File: src/rtl/music_pkg.sv
// Shared definitions for the music sequencer command path: command layout,
// end-of-score marker and the score_player state encoding.
package music_pkg;

    localparam int CMD_W    = 12;
    localparam int NOTE_W   = 4;
    localparam int OCTAVE_W = 3;
    localparam int DUR_W    = 5;

    localparam logic [CMD_W-1:0] END_WORD = 12'h000;

    typedef struct packed {
        logic [DUR_W-1:0]    dur;
        logic [OCTAVE_W-1:0] octave;
        logic [NOTE_W-1:0]   note;
    } note_cmd_t;

    typedef enum logic [2:0] {
        SP_IDLE  = 3'd0,
        SP_FETCH = 3'd1,
        SP_LOAD  = 3'd2,
        SP_ISSUE = 3'd3,
        SP_PLAY  = 3'd4,
        SP_GAP   = 3'd5
    } sp_state_e;

    // Bits needed to hold max_val-1, never less than one.
    function automatic int tmr_width(input int max_val);
        return (max_val < 2) ? 1 : $clog2(max_val);
    endfunction

endpackage

File: src/rtl/score_player_timer.sv
// Loadable down-counter shared by the ack timeout and the articulation gap;
// tc is high while the count sits at zero.
module score_player_timer #(
    parameter int W = 9
) (
    input  logic         clk,
    input  logic         rst_n,
    input  logic         load,
    input  logic         dec,
    input  logic [W-1:0] load_val,
    output logic         tc
);

    logic [W-1:0] r_count;

    always_ff @(posedge clk or negedge rst_n) begin
        if (!rst_n) begin
            r_count <= '0;
        end else if (load) begin
            r_count <= load_val;
        end else if (dec && (r_count != '0)) begin
            r_count <= r_count - 1'b1;
        end
    end

    assign tc = (r_count == '0);

endmodule

File: src/rtl/score_player.sv
// Walks the score ROM and issues one note command at a time to the sequencer.
//   state | meaning
//   IDLE  | command bus at END_WORD, waiting for start
//   FETCH | ROM address presented, waiting out read latency
//   LOAD  | ROM word valid: end-of-score check or latch command
//   ISSUE | command driven, waiting for busy (bounded by ACK_TIMEOUT)
//   PLAY  | note accepted, waiting for busy to fall
//   GAP   | articulation gap before next fetch
module score_player #(
    parameter int ADDR_W      = 8,
    parameter int GAP_CYCLES  = 512,
    parameter int ACK_TIMEOUT = 16,
    parameter logic [music_pkg::CMD_W-1:0] END_WORD = music_pkg::END_WORD
) (
    input  logic                        clk,
    input  logic                        rst_n,
    input  logic                        start,
    input  logic                        stop,
    input  logic                        loop_en,
    output logic [ADDR_W-1:0]           rom_addr,
    input  logic [music_pkg::CMD_W-1:0] rom_data,
    output logic [music_pkg::CMD_W-1:0] command,
    input  logic                        busy,
    output logic                        playing,
    output logic                        done,
    output logic                        err
);
    import music_pkg::*;

    localparam int TMR_MAX = (GAP_CYCLES > ACK_TIMEOUT) ? GAP_CYCLES : ACK_TIMEOUT;
    localparam int TMR_W   = tmr_width(TMR_MAX);
    localparam logic [TMR_W-1:0] ACK_LOAD = TMR_W'(ACK_TIMEOUT - 1);
    localparam logic [TMR_W-1:0] GAP_LOAD = TMR_W'((GAP_CYCLES > 0) ? GAP_CYCLES - 1 : 0);

    sp_state_e          r_state, w_state_nxt;
    logic [CMD_W-1:0]   r_cmd, w_cmd_nxt;
    logic [ADDR_W-1:0]  r_addr, w_addr_nxt;
    logic               r_wrap, w_wrap_nxt;
    logic               r_done, w_done_nxt;
    logic               r_err, w_err_nxt;
    logic               w_tmr_load, w_tmr_dec, w_tmr_tc;
    logic [TMR_W-1:0]   w_tmr_val;

    score_player_timer #(.W(TMR_W)) u_timer (
        .clk      (clk),
        .rst_n    (rst_n),
        .load     (w_tmr_load),
        .dec      (w_tmr_dec),
        .load_val (w_tmr_val),
        .tc       (w_tmr_tc)
    );

    always_ff @(posedge clk or negedge rst_n) begin
        if (!rst_n) begin
            r_state <= SP_IDLE;
            r_cmd   <= END_WORD;
            r_addr  <= '0;
            r_wrap  <= 1'b0;
            r_done  <= 1'b0;
            r_err   <= 1'b0;
        end else begin
            r_state <= w_state_nxt;
            r_cmd   <= w_cmd_nxt;
            r_addr  <= w_addr_nxt;
            r_wrap  <= w_wrap_nxt;
            r_done  <= w_done_nxt;
            r_err   <= w_err_nxt;
        end
    end

    always_comb begin
        w_state_nxt = r_state;
        w_cmd_nxt   = r_cmd;
        w_addr_nxt  = r_addr;
        w_wrap_nxt  = r_wrap;
        w_done_nxt  = 1'b0;
        w_err_nxt   = r_err;
        w_tmr_load  = 1'b0;
        w_tmr_dec   = 1'b0;
        w_tmr_val   = ACK_LOAD;
        if (stop) begin
            w_state_nxt = SP_IDLE;
            w_cmd_nxt   = END_WORD;
        end else begin
            unique case (r_state)
                SP_IDLE: begin
                    if (start) begin
                        w_addr_nxt  = '0;
                        w_wrap_nxt  = 1'b0;
                        w_err_nxt   = 1'b0;
                        w_state_nxt = SP_FETCH;
                    end
                end
                SP_FETCH: w_state_nxt = SP_LOAD;
                SP_LOAD: begin
                    // A wrapped address ends the score whatever the ROM returns.
                    if (r_wrap || (rom_data == END_WORD)) begin
                        if (loop_en) begin
                            w_addr_nxt  = '0;
                            w_wrap_nxt  = 1'b0;
                            w_state_nxt = SP_FETCH;
                        end else begin
                            w_done_nxt  = 1'b1;
                            w_state_nxt = SP_IDLE;
                        end
                    end else begin
                        w_cmd_nxt   = rom_data;
                        w_tmr_load  = 1'b1;
                        w_tmr_val   = ACK_LOAD;
                        w_state_nxt = SP_ISSUE;
                    end
                end
                SP_ISSUE: begin
                    if (busy) begin
                        w_cmd_nxt   = END_WORD;
                        w_addr_nxt  = r_addr + 1'b1;
                        if (&r_addr) w_wrap_nxt = 1'b1;
                        w_state_nxt = SP_PLAY;
                    end else if (w_tmr_tc) begin
                        w_err_nxt   = 1'b1;
                        w_cmd_nxt   = END_WORD;
                        w_state_nxt = SP_IDLE;
                    end else begin
                        w_tmr_dec = 1'b1;
                    end
                end
                SP_PLAY: begin
                    if (!busy) begin
                        if (GAP_CYCLES == 0) begin
                            w_state_nxt = SP_FETCH;
                        end else begin
                            w_tmr_load  = 1'b1;
                            w_tmr_val   = GAP_LOAD;
                            w_state_nxt = SP_GAP;
                        end
                    end
                end
                SP_GAP: begin
                    if (w_tmr_tc) w_state_nxt = SP_FETCH;
                    else          w_tmr_dec   = 1'b1;
                end
                default: begin
                    w_cmd_nxt   = END_WORD;
                    w_state_nxt = SP_IDLE;
                end
            endcase
        end
    end

    assign rom_addr = r_addr;
    assign command  = r_cmd;
    assign playing  = (r_state != SP_IDLE);
    assign done     = r_done;
    assign err      = r_err;

endmodule

File: config.mk
export PLATFORM = sky130hd
export DESIGN_NAME = score_player
export DESIGN_NICKNAME = d
export VERILOG_FILES = /design/src/rtl/music_pkg.sv /design/src/rtl/score_player_timer.sv /design/src/rtl/score_player.sv
export SDC_FILE = /design/constraint.sdc
export NUM_CORES = 1
export LEC_CHECK = 0
export ABC_AREA = 1
export BUFFER_PORTS_ARGS = -buffer_cell sky130_fd_sc_hd__buf_4
export CAP_MARGIN = 20
export CORE_ASPECT_RATIO = 1.5
export CORE_MARGIN = 2
export CORE_UTILIZATION = 56
export CTS_BUF_LIST = sky130_fd_sc_hd__clkbuf_2
export DETAILED_ROUTE_END_ITERATION = 12
export GPL_ROUTABILITY_DRIVEN = 0
export PLACE_DENSITY_LB_ADDON = 0.25
export REMOVE_ABC_BUFFERS = 1
export SLEW_MARGIN = 20
export SYNTH_ARGS = -nofsm -noshare
export SYNTH_HDL_FRONTEND = slang
export SYNTH_SLANG_ARGS = --single-unit
File: constraint.sdc
create_clock -name clk -period 2.3 [get_ports clk]
set_input_delay 0.23 -clock clk [delete_from_list [all_inputs] [get_ports clk]]
set_output_delay 0.23 -clock clk [all_outputs]
set_load 0.02 [all_outputs]
==> metrics <==
Port Buffers=40; Worst Clk Skew=0.0229 ns; Worst Tran Pin Value=0.507 ns; global-route wire length before repair=7490 um; Pwr Total=2080 uW; initial antenna violation count=0; Pleak=0.00135 uW; TNS Setup=0 ns; status=finished clean; Overflow after GRT=0; core area=0.00342 sq mm; maximum VDD drop=0.000547 V; Die H=77.0 um; RSZ-0062 raised after global routing=no; Initial DRC Count=46; Crit Path Max Fanout=12; layout cell share with drive strength beyond 1=0.206; final-report hold violation count=0; P per Cell Area=855 mW/mm^2; Post-synth EDFFs=0; register area share after synthesis=0.441; Gates resized, CTS repair=0; row cnt=26; Post-synth top flop=dfrtp_1; Met2 Routed Length=2410 um; drt total wl=4400 um; Final period util=0.797; detailed placer's ending HPWL=3310 um; Mapped Cells=269; YS warnings=0; crit path DAT=2.15 ns; nature of the critical path endpoint=flop; Tot GR Track Use=0.244; Top Metal Used=met4; cts bufs inserted=5; Antenna Cells=0; post-synthesis register bit count=35; Max Clk Rate=0.545 GHz; WL/cell=12.1 um; synthesized area per cell=7.39 sq um; CTS sink count=35; CP Launch Type=flop; vias per cell=5.22; Max Cap Viol=0; Final setup violation count=0; Detailed Routing Iterations Pass 1=4; Boundary Pins=41; fin. max-slew vios=0; Mapped Area=0.00199 sq mm; Core Util, Final=0.711; CTS clock-pin slew for the worst setup and hold paths=0.20 ns; worst path required time=2.61 ns; H-tree depth=2; TritonCTS clock tree=done; clk root buf=clkbuf_2; Hold Crit Class=primary input to flop; Final min period=1.83 ns; DR vias=1896; clock latency on the worst-skew pair=0.40 ns; Unique masters post-synth=30; DRT met1 WL=1770 um; largest net degree at the start of global routing=36; area grow syn2layout=22.2%; metal3 WL=159 um; number of remaining DRC errors=0; die width=52.7 um; number of global-route vias before repair=1790; Final #Nets=340; Post-CTS Setup Inserts=0; CTS Hold Bufs=2; critical path class=flop to flop; Slew Limit Headroom=0.661; remaining antenna violation count=0; CTS max path bufs=2; initial core utilization=0.582; async set or reset register ratio after synthesis=1.00; die area=0.00405 sq mm
-- where the power goes --
| group | internal [uW] | switching (uW) | total, uW |
|---|---|---|---|
| Clock | 72.8 | 218 | 291 |
| Combinational | 328 | 567 | 894 |
| Sequential | 758 | 136 | 893 |
| Total | 1160 | 920 | 2080 |
-- placed cells by master, fill, tap and decap left out, drive strengths merged, types with 3 or more instances in the layout --
cell         count
nand2          115
buf             41
dfrtp           35
nor2            30
inv             23
nand3           21
o21ai           15
xor2             8
dlygate4sd3      6
clkbuf           5
nand4            5
nor3             3
o211ai           3
-- metal layers --
| metal | GRT usage | vias to the layer above |
|---|---|---|
| met5 | 0 | - |
| met4 | 0.0949 | 0 |
| met3 | 0.0584 | 8 |
| met2 | 0.431 | 36 |
| met1 | 0.271 | 902 |
| li1 | - | 950 |
-- worst paths after layout --
check | depth (start not counted) | startpoint | endpoint | slack, ns
min reg2reg | 2 | r_wrap | r_wrap | 0.49
min | 3 | rom_data[3] | command[3] | 0.02
max in group asynchronous | 2 | rst_n | u_timer.r_count[2] | 1.70
max | 9 | u_timer.r_count[0] | command[9] | 0.47
max reg2reg | 9 | u_timer.r_count[0] | command[9] | 0.47
min in group asynchronous | 2 | rst_n | u_timer.r_count[5] | 0.26
-- logic make-up (layout without fill, tap and decap cells) --
group / after synthesis / count (layout) / synth area share
adders and majority gates: 2 / 2 / 0.0126
and+or+nand+nor: 178 / 178 / 0.390
xor gates and xnor gates: 9 / 9 / 0.0396
buffers and inverters: 26 / 78 / 0.0566
AOI/OAI and AO/OA: 19 / 19 / 0.0604
DFF: 35 / 35 / 0.441
-- through the flow --
| step | std cells | area (sq um) | hold WS (ns) | setup WS, ns |
|---|---|---|---|---|
| final | 363 | 2430 | 0.0227 | 0.466 |
| after global routing | 363 | 2430 | 0.0188 | 0.233 |
| after floorplan | 266 | 1960 | -0.0656 | 0.718 |
| after detailed placement | 349 | 2320 | 0.209 | 0.479 |
| after global placement | 349 | 2320 | 0.202 | 0.546 |
| after CTS | 359 | 2390 | 0.00959 | 0.455 |
-- synthesized netlist by cell type, drive strengths merged (2+ instances only) --
library cell / instances / area (sq um)
nor2: 30 / 128
nand3: 21 / 120
nand3b: 2 / 15.0
inv: 23 / 88.8
xor2: 8 / 70.1
nor3: 3 / 20.0
dfrtp: 35 / 876
buf: 3 / 23.8
o21ai: 15 / 82.6
nand4: 5 / 46.3
nand2: 115 / 434
o211ai: 3 / 32.5
ha: 2 / 25.0
-- area by class of cell --
type,count,area [sq um]
Multi-Input combinational cell,208,1000
Fill cell,283,986
Sequential cell,35,876
Timing Repair Buffer,47,368
Inverter,23,88.8
Tap cell,42,52.6
Clock buffer,5,25.0
Clock inverter,3,20.0
-- sequential cells by signal, summed over array words and instances, names as in the netlist --
name,count
command,12
u_timer.r_count,9
rom_addr,8
r_state,3
done,1
err,1
r_wrap,1
-- worst max-delay path, cell delays in order (launching register included) --
cell	delay, ns
dfrtp_1	0.42
inv_1	0.11
ha_1	0.20
nand2_1	0.10
nor2_4	0.13
nand3_1	0.20
nand4_1	0.17
o211ai_2	0.24
nand2_1	0.15
nand2_1	0.06
(Power assumes the default switching activity.)
